==> config.mk <==
export PLATFORM = sky130hd
export DESIGN_NAME = pixel_packer
export DESIGN_NICKNAME = d
export VERILOG_FILES = /design/src/rtl/pixel_packer_pkg.sv /design/src/rtl/pixel_packer.sv
export SDC_FILE = /design/constraint.sdc
export NUM_CORES = 1
export LEC_CHECK = 0
export CAP_MARGIN = 20
export CORE_MARGIN = 2
export CORE_UTILIZATION = 45
export CTS_CLUSTER_DIAMETER = 100
export DETAILED_ROUTE_END_ITERATION = 10
export PLACE_DENSITY_LB_ADDON = 0.15
export SLEW_MARGIN = 40
export SYNTH_ARGS = -nofsm -noshare
export SYNTH_HDL_FRONTEND = slang
export SYNTH_SLANG_ARGS = --single-unit
==> constraint.sdc <==
create_clock -name clk -period 12.7 [get_ports clk]
set_input_delay 2.54 -clock clk [delete_from_list [all_inputs] [get_ports clk]]
set_output_delay 2.54 -clock clk [all_outputs]
set_load 0.005 [all_outputs]
==> src/rtl/pixel_packer_pkg.sv <==
`default_nettype none
// ============================================================================
// Module      : pixel_packer_pkg
// Description : Shared widths and state encoding for the pixel packer.
// Revision    : 1.0 - initial release
// ============================================================================
package pixel_packer_pkg;

    localparam int PixelWidth = 12;
    localparam int WordWidth  = 16;
    localparam int AccWidth   = 24;
    localparam int NbitsWidth = 5;

    typedef enum logic [1:0] {
        RUN   = 2'd0,
        FLUSH = 2'd1,
        DONE  = 2'd2
    } state_t;

endpackage
`default_nettype wire

==> src/rtl/pixel_packer.sv <==
`default_nettype none
// ============================================================================
// Module      : pixel_packer
// Description : Pops 12-bit pixels from the FIFO read port and packs them
//               LSB-first into 16-bit words on a valid/ready stream, with an
//               end-of-frame flush that emits a zero-padded partial word.
// Revision    : 1.0 - initial release
// ============================================================================
module pixel_packer
    import pixel_packer_pkg::*;
#(
    parameter int WordCountWidth = 24
)
(
    input  logic                      clk,
    input  logic                      rst,
    input  logic                      fifo_rempty,
    input  logic [PixelWidth-1:0]     fifo_rd,
    output logic                      fifo_r,
    input  logic                      flush,
    output logic                      out_valid,
    output logic [WordWidth-1:0]      out_data,
    input  logic                      out_ready,
    output logic                      flush_done,
    output logic [WordCountWidth-1:0] word_count
);

    localparam logic [NbitsWidth-1:0] c_word_bits = NbitsWidth'(WordWidth);
    localparam logic [NbitsWidth-1:0] c_pix_bits  = NbitsWidth'(PixelWidth);

    state_t                    r_state;
    state_t                    w_state_nxt;
    logic [AccWidth-1:0]       r_acc;
    logic [AccWidth-1:0]       w_acc_shift;
    logic [AccWidth-1:0]       w_acc_nxt;
    logic [NbitsWidth-1:0]     r_nbits;
    logic [NbitsWidth-1:0]     w_nbits_nxt;
    logic [NbitsWidth-1:0]     w_emit_bits;
    logic [NbitsWidth-1:0]     w_rem;
    logic [WordCountWidth-1:0] r_word_count;
    logic                      w_accept;
    logic                      w_pop;

    // Upper accumulator bits are always zero, so acc[15:0] is already the
    // zero-padded partial word during a flush.
    always_comb begin
        out_valid = 1'b0;
        case (r_state)
            RUN:     out_valid = (r_nbits >= c_word_bits);
            FLUSH:   out_valid = (r_nbits != '0);
            default: out_valid = 1'b0;
        endcase
    end

    assign out_data   = r_acc[WordWidth-1:0];
    assign w_accept   = out_valid & out_ready;
    assign flush_done = (r_state == DONE);
    assign word_count = r_word_count;
    assign fifo_r     = w_pop;

    always_comb begin
        w_emit_bits = '0;
        if (w_accept) begin
            w_emit_bits = (r_nbits < c_word_bits) ? r_nbits : c_word_bits;
        end
        w_rem       = r_nbits - w_emit_bits;
        // Only pop when the pixel fits beside what survives this cycle's emit.
        w_pop       = (r_state == RUN) & ~fifo_rempty & (w_rem <= c_pix_bits) & ~rst;
        w_acc_shift = w_accept ? (r_acc >> WordWidth) : r_acc;
        w_acc_nxt   = w_acc_shift;
        if (w_pop) begin
            w_acc_nxt = w_acc_shift | ({{(AccWidth-PixelWidth){1'b0}}, fifo_rd} << w_rem);
        end
        w_nbits_nxt = w_rem + (w_pop ? c_pix_bits : '0);
    end

    always_comb begin
        w_state_nxt = r_state;
        case (r_state)
            RUN:     if (flush) w_state_nxt = FLUSH;
            // Leave as soon as the last word is being accepted, so the done
            // pulse lands on the cycle right after that accept.
            FLUSH:   if (w_nbits_nxt == '0) w_state_nxt = DONE;
            DONE:    w_state_nxt = RUN;
            default: w_state_nxt = RUN;
        endcase
    end

    always_ff @(posedge clk) begin
        if (rst) begin
            r_state      <= RUN;
            r_acc        <= '0;
            r_nbits      <= '0;
            r_word_count <= '0;
        end else begin
            r_state <= w_state_nxt;
            r_acc   <= w_acc_nxt;
            r_nbits <= w_nbits_nxt;
            if (w_accept && (r_word_count != '1)) begin
                r_word_count <= r_word_count + 1'b1;
            end
        end
    end

endmodule
`default_nettype wire

==> results_dict.tcl, run 1 <==
set metrics [dict create \
    status "finished clean" \
    post_cts_buffers 0 \
    ys_types 66 \
    finalSetupViolCount 0 \
    grt_setup_unrepaired "false" \
    finalHoldViolCount 0 \
    drive_gt1_frac 0.0920 \
    netlist_area_um2 3300 \
    min_to "r_acc[17]" \
    worst_pin_slew_ns 0.736 \
    synth_top_area_cell "dfxtp_1" \
    ant_nets 0 \
    place_ws_ns 4.07 \
    antenna_found_initial 0 \
    area_growth_pct 19.2 \
    ioPinCount 60 \
    overflow 0 \
    synthCells 369 \
    drtPass1Iterations 4 \
    ctsHoldBuffers 0 \
    vias_per_cell 5.49 \
    required_ns 10.16 \
    min_period_ns 8.64 \
    coreArea_um2 7180 \
    seq_area_frac_synth 0.333 \
    avgSynthCellArea_um2 8.95 \
    die_x_um 89.7 \
    rrSetupSlack_ns 7.49 \
    dp_hpwl_mm 5.58 \
    wl_per_cell_um 15.1 \
    setup_tns_ns 0 \
    antennaDiodeCount 0 \
    dieArea_um2 8040 \
    io_buffers 59 \
    clock_tree.buffer_depth 2 \
    finalInstanceArea_um2 3940 \
    routed_wl_mm 7.57 \
    rr_worst_depth 17 \
    setup.worst_path.class "in2out" \
    drt_iter0_markers 112 \
    max_freq_mhz 116 \
    synth.net_count 395 \
    power.leakage_uw 0.00149 \
    cts-root-buf "clkbuf_8" \
    post_cts_resized 0 \
    power.density_nw_per_um2 148 \
    drc_errors 0 \
    start_kind "primary input" \
    stdcell_count 501 \
    clock-sinks 55 \
    grt_pass1_vias 2556 \
    clk_pin_slew_ns 0.09 \
    start_util 0.460 \
    hp-start "r_acc[17]" \
    cts_tree "yes" \
    timing.final.ws_setup_ns 4.06 \
    hold_path.class "reg2reg" \
    grt_pass1_wl_mm 12.2 \
    grt_start_max_net_pins 50 \
    hold_slack_ns 0.497 \
    drv_cap 0 \
    synth-async-reset-ratio 0 \
    hold_path_depth 2 \
    synth_seq_cells 55 \
    clkLatencyLatePin_ns 0.31 \
    r2r_end "r_state[0]" \
    rows 31 \
    synth.top_cell.area_share 0.333 \
    yosys_warnings 0 \
    track_usage 0.194 \
    final_nets 427 \
    max-vdd-ir-drop_mv 0.0722 \
    placed_cell_area_um2 3820 \
    num_vias 2751 \
    fin_crit_sh 0.680 \
    synth_area_leaders "dfxtp_1 (33%), mux2i_1 (7.6%), buf_4 (3.6%)" \
    synthFlopType "dfxtp_1" \
    slew-limit-headroom 0.509 \
    cts-buffers-inserted 5 \
    dp.cells 493 \
    cp_max_fo 22 \
    die_y_um 89.7 \
    gp_congestion 0.884 \
    endpoint_kind "output port" \
    htreeDepth 2 \
    arrival_ns 6.10 \
    skew_ns 0.00705 \
    reg2reg_from "r_nbits[1]" \
    synth-edff-count 0 \
    drv_slew 0 \
]
-- power by group --
group          leakage (uW)  internal (uW)  total, uW  switching, uW
logic              0.000988            114        242            128
registers          0.000445            198        220           22.3
clock network     0.0000612           63.9        121           57.1
total               0.00149            376        583            207
-- worst max-delay path by stage --
stage,slack [ns],depth (start not counted),from,end
after floorplan,5.45,12,out_ready,fifo_r
after global placement,4.05,12,out_ready,fifo_r
after detailed placement,4.07,12,out_ready,fifo_r
after CTS,4.06,12,out_ready,fifo_r
after global routing,3.83,12,out_ready,fifo_r
final,4.06,12,out_ready,fifo_r
-- cell usage in the layout (no fill, tap or decap), drive strengths merged, types with 9 or more instances in the layout --
| cell type | synthesis | routed |
|---|---|---|
| a21oi | 16 | 16 |
| a32oi | 11 | 11 |
| clkdlybuf4s50 | 0 | 59 |
| dfxtp | 55 | 55 |
| inv | 10 | 10 |
| mux2 | 13 | 13 |
| mux2i | 26 | 26 |
| nand2 | 28 | 28 |
| nand3 | 13 | 13 |
| nor2 | 28 | 28 |
| o21ai | 26 | 26 |
| or3 | 9 | 9 |
-- routing by layer --
| metal | global-route usage | routed length, um | vias up |
|---|---|---|---|
| met5 | 0 | 0 | - |
| met2 | 0.322 | 3530 | 61 |
| met1 | 0.260 | 3600 | 1269 |
| met4 | 0.0516 | 98 | 0 |
| met3 | 0.0338 | 334 | 8 |
| li1 | - | - | 1413 |
-- worst max-delay path, stage by stage --
cell,delay [ns]
clkdlybuf4s50_1,0.48
and2b_1,0.23
o21ai_2,0.25
nor2_1,0.23
nand2_1,0.11
ha_1,0.38
nand2b_1,0.13
o2bb2ai_2,0.18
mux2i_4,0.64
o21ai_1,0.27
inv_1,0.15
clkdlybuf4s50_1,0.51
-- logic make-up after synthesis --
family | after synthesis | share of synthesized area
AND/OR/NAND/NOR | 120 | 0.193
multiplexers | 39 | 0.127
adder cells (fa/ha/maj) | 9 | 0.0387
buffers and inverters | 45 | 0.0750
AO/OA/AOI/OAI | 91 | 0.200
flip-flops | 55 | 0.333
XOR/XNOR | 10 | 0.0330
-- registers in the layout, indices dropped and copies added, names as in the netlist --
register / flops
r_state: 2
word_count: 24
r_nbits: 5
r_acc: 24
-- layout make-up --
type,instances,area (um^2)
Fill cell,663,3240
Multi-Input combinational cell,269,1960
Sequential cell,55,1100
Timing Repair Buffer,60,598
Tap cell,99,124
Clock buffer,6,82.6
Inverter,10,37.5
Clock inverter,2,35.0
-- synth_stat cells, types with 3 or more instances --
master / instances
buf_2: 9
o21ai_1: 19
or4_1: 3
xnor2_1: 3
nor2b_1: 6
o2111ai_1: 3
or3_1: 9
xor2_1: 5
a21oi_1: 15
nor2_1: 28
nor3_1: 5
buf_4: 16
and2_1: 5
o31ai_1: 3
nand4_1: 4
clkbuf_1: 8
ha_1: 7
inv_1: 8
o22ai_1: 7
mux2_2: 10
and4_1: 5
mux2i_1: 25
o21ai_0: 6
a32oi_1: 11
nand3_1: 13
nand2_1: 27
dfxtp_1: 55
mux2_1: 3
nand2b_1: 3
-- metrics by stage --
stage	util	total power, uW
2_1_floorplan	-	408
3_3_place_gp	0.531	463
3_5_place_dp	0.532	466
4_1_cts	0.549	588
5_1_grt	0.549	621
6_report	0.549	583
Note: power is estimated with default switching activity, not from simulation.
==> inputs of run 2 (changes only) <==
==> constraint.sdc (replaced) <==
create_clock -name clk -period 8.33 [get_ports clk]
set_input_delay 1.666 -clock clk [delete_from_list [all_inputs] [get_ports clk]]
set_output_delay 1.666 -clock clk [all_outputs]
set_load 0.005 [all_outputs]
==> run 2 against run 1 <==
Clock power up 17%. Non-clock buffer count is 1 higher. Core utilization is 0.44 points lower. Sequential share of layout area is 0.22 points higher. Via count rose by 1.4%. Clock skew hardly changed. Critical endpoint unchanged. Die area is the same. Largest power group unchanged. Clock-buffer cell count increased by 1.
==> results_dict.tcl, run 2 (same netlist as run 1, synthesis figures left out) <==
set metrics [dict create \
    drc_errors 0 \
    layout_commonest_cell "clkdlybuf4s50_1" \
    finalSetupViolCount 0 \
    start_util 0.460 \
    drv_cap 0 \
    final_nets 428 \
    num_vias 2790 \
    crit_family "buffers and inverters" \
    clock-sinks 55 \
    wl_per_cell_um 15.3 \
    max_freq_mhz 144 \
    drv_slew 0 \
    antennaDiodeCount 0 \
    max_stage_delay_ns 0.56 \
    crit_path_cell_trace "clkdlybuf4s50_1 -> and2b_1 -> o21ai_2 -> nor2_1 -> nand2_1 -> inv_1 -> fa_1 -> nand2b_1 -> o2bb2ai_2 -> mux2i_4 -> o21ai_1 -> inv_1 -> clkdlybuf4s50_1" \
    track_usage 0.200 \
    gp_congestion 0.843 \
    hold_path.class "reg2reg" \
    vias_per_cell 5.56 \
    antenna_found_initial 0 \
    arrival_ns 5.29 \
    finalHoldViolCount 0 \
    htreeDepth 2 \
    status "finished clean" \
    setup_tns_ns 0 \
    worst_pin_slew_ns 0.774 \
    required_ns 6.66 \
    grt_start_max_net_pins 50 \
    crit_buf_inv 4 \
    design_power_total_uw 848 \
    fin_crit_sh 0.835 \
    rows 31 \
    min_period_ns 6.95 \
    power.leakage_uw 0.00148 \
    layout_common_cells "clkdlybuf4s50_1 (59), dfxtp_1 (55), nor2_1 (28)" \
    fillers 671 \
    multiInputGateArea_um2 1960 \
    die_x_um 89.7 \
    ioPinCount 60 \
    seq_area_um2 1100 \
    routed_wl_mm 7.67 \
    coreArea_um2 7180 \
    drive_gt1_frac 0.0868 \
    clkLatencyLatePin_ns 0.30 \
    slew-limit-headroom 0.484 \
    ctsHoldBuffers 0 \
    cts-root-buf "clkbuf_8" \
    drt_iter0_markers 113 \
    hold_slack_ns 0.489 \
    area_growth_pct 18.3 \
    cts_tree "yes" \
    post_cts_buffers 0 \
    start_kind "primary input" \
    overflow 0 \
    power.density_nw_per_um2 217 \
    slowest_stage "mux2i_4" \
    grt_pass1_wl_mm 12.7 \
    clk_pin_slew_ns 0.09 \
    setup.worst_path.class "in2out" \
    clock_tree.buffer_depth 2 \
    cp_max_fo 22 \
    max-vdd-ir-drop_mv 0.0998 \
    endpoint_kind "output port" \
    dp_hpwl_mm 5.69 \
    grt_pass1_vias 2718 \
    dieArea_um2 8040 \
    io_buffers 59 \
    die_y_um 89.7 \
    skew_ns 0.00696 \
    ant_nets 0 \
    post_cts_resized 0 \
    cts-buffers-inserted 5 \
    grt_setup_unrepaired "false" \
    drtPass1Iterations 4 \
]
## run 2: stage by stage
stage | instance area [um^2] | setup slack, ns | utilization | instances
after floorplan | 3300 | 2.83 | - | 369
after global placement | 3820 | 1.48 | 0.533 | 494
after detailed placement | 3820 | 1.39 | 0.533 | 494
after CTS | 3910 | 1.37 | 0.544 | 502
after global routing | 3910 | 1.12 | 0.544 | 502
final | 3910 | 1.38 | 0.544 | 502
## run 2: worst paths after layout
kind,from,to,slack [ns],cells past startpoint
worst max-delay path,out_ready,fifo_r,1.38,13
worst min register to register,r_acc[17],r_acc[17],0.49,2
worst min-delay path,r_acc[17],r_acc[17],0.49,2
worst max register to register,r_nbits[1],r_state[0],2.98,17
## run 2: power by group
| part | internal (uW) | switching, uW |
|---|---|---|
| Sequential | 301 | 33.1 |
| Combinational | 174 | 199 |
| Clock | 59.3 | 81.4 |
## run 2: area by class of cell
class                           instances  share of cell area
Sequential cell                        55               0.282
Clock inverter                          1             0.00128
Clock buffer                            7              0.0195
Tap cell                               99              0.0317
Inverter                               10             0.00961
Multi-Input combinational cell        269               0.501
Timing Repair Buffer                   61               0.155
## run 2: worst min-delay path, stage by stage, from the launching register on
cell and delay (ns):
dfxtp_1 0.34, nand2_1 0.05, o221ai_1 0.06
## run 2: layer usage
layer  wire (um)  vias to the layer above  global-route usage
met5           0                        -                   0
met4          84                        0              0.0583
met3         270                        8              0.0393
met2        3650                       58               0.328
met1        3670                     1310               0.268
li1            -                     1414                   -
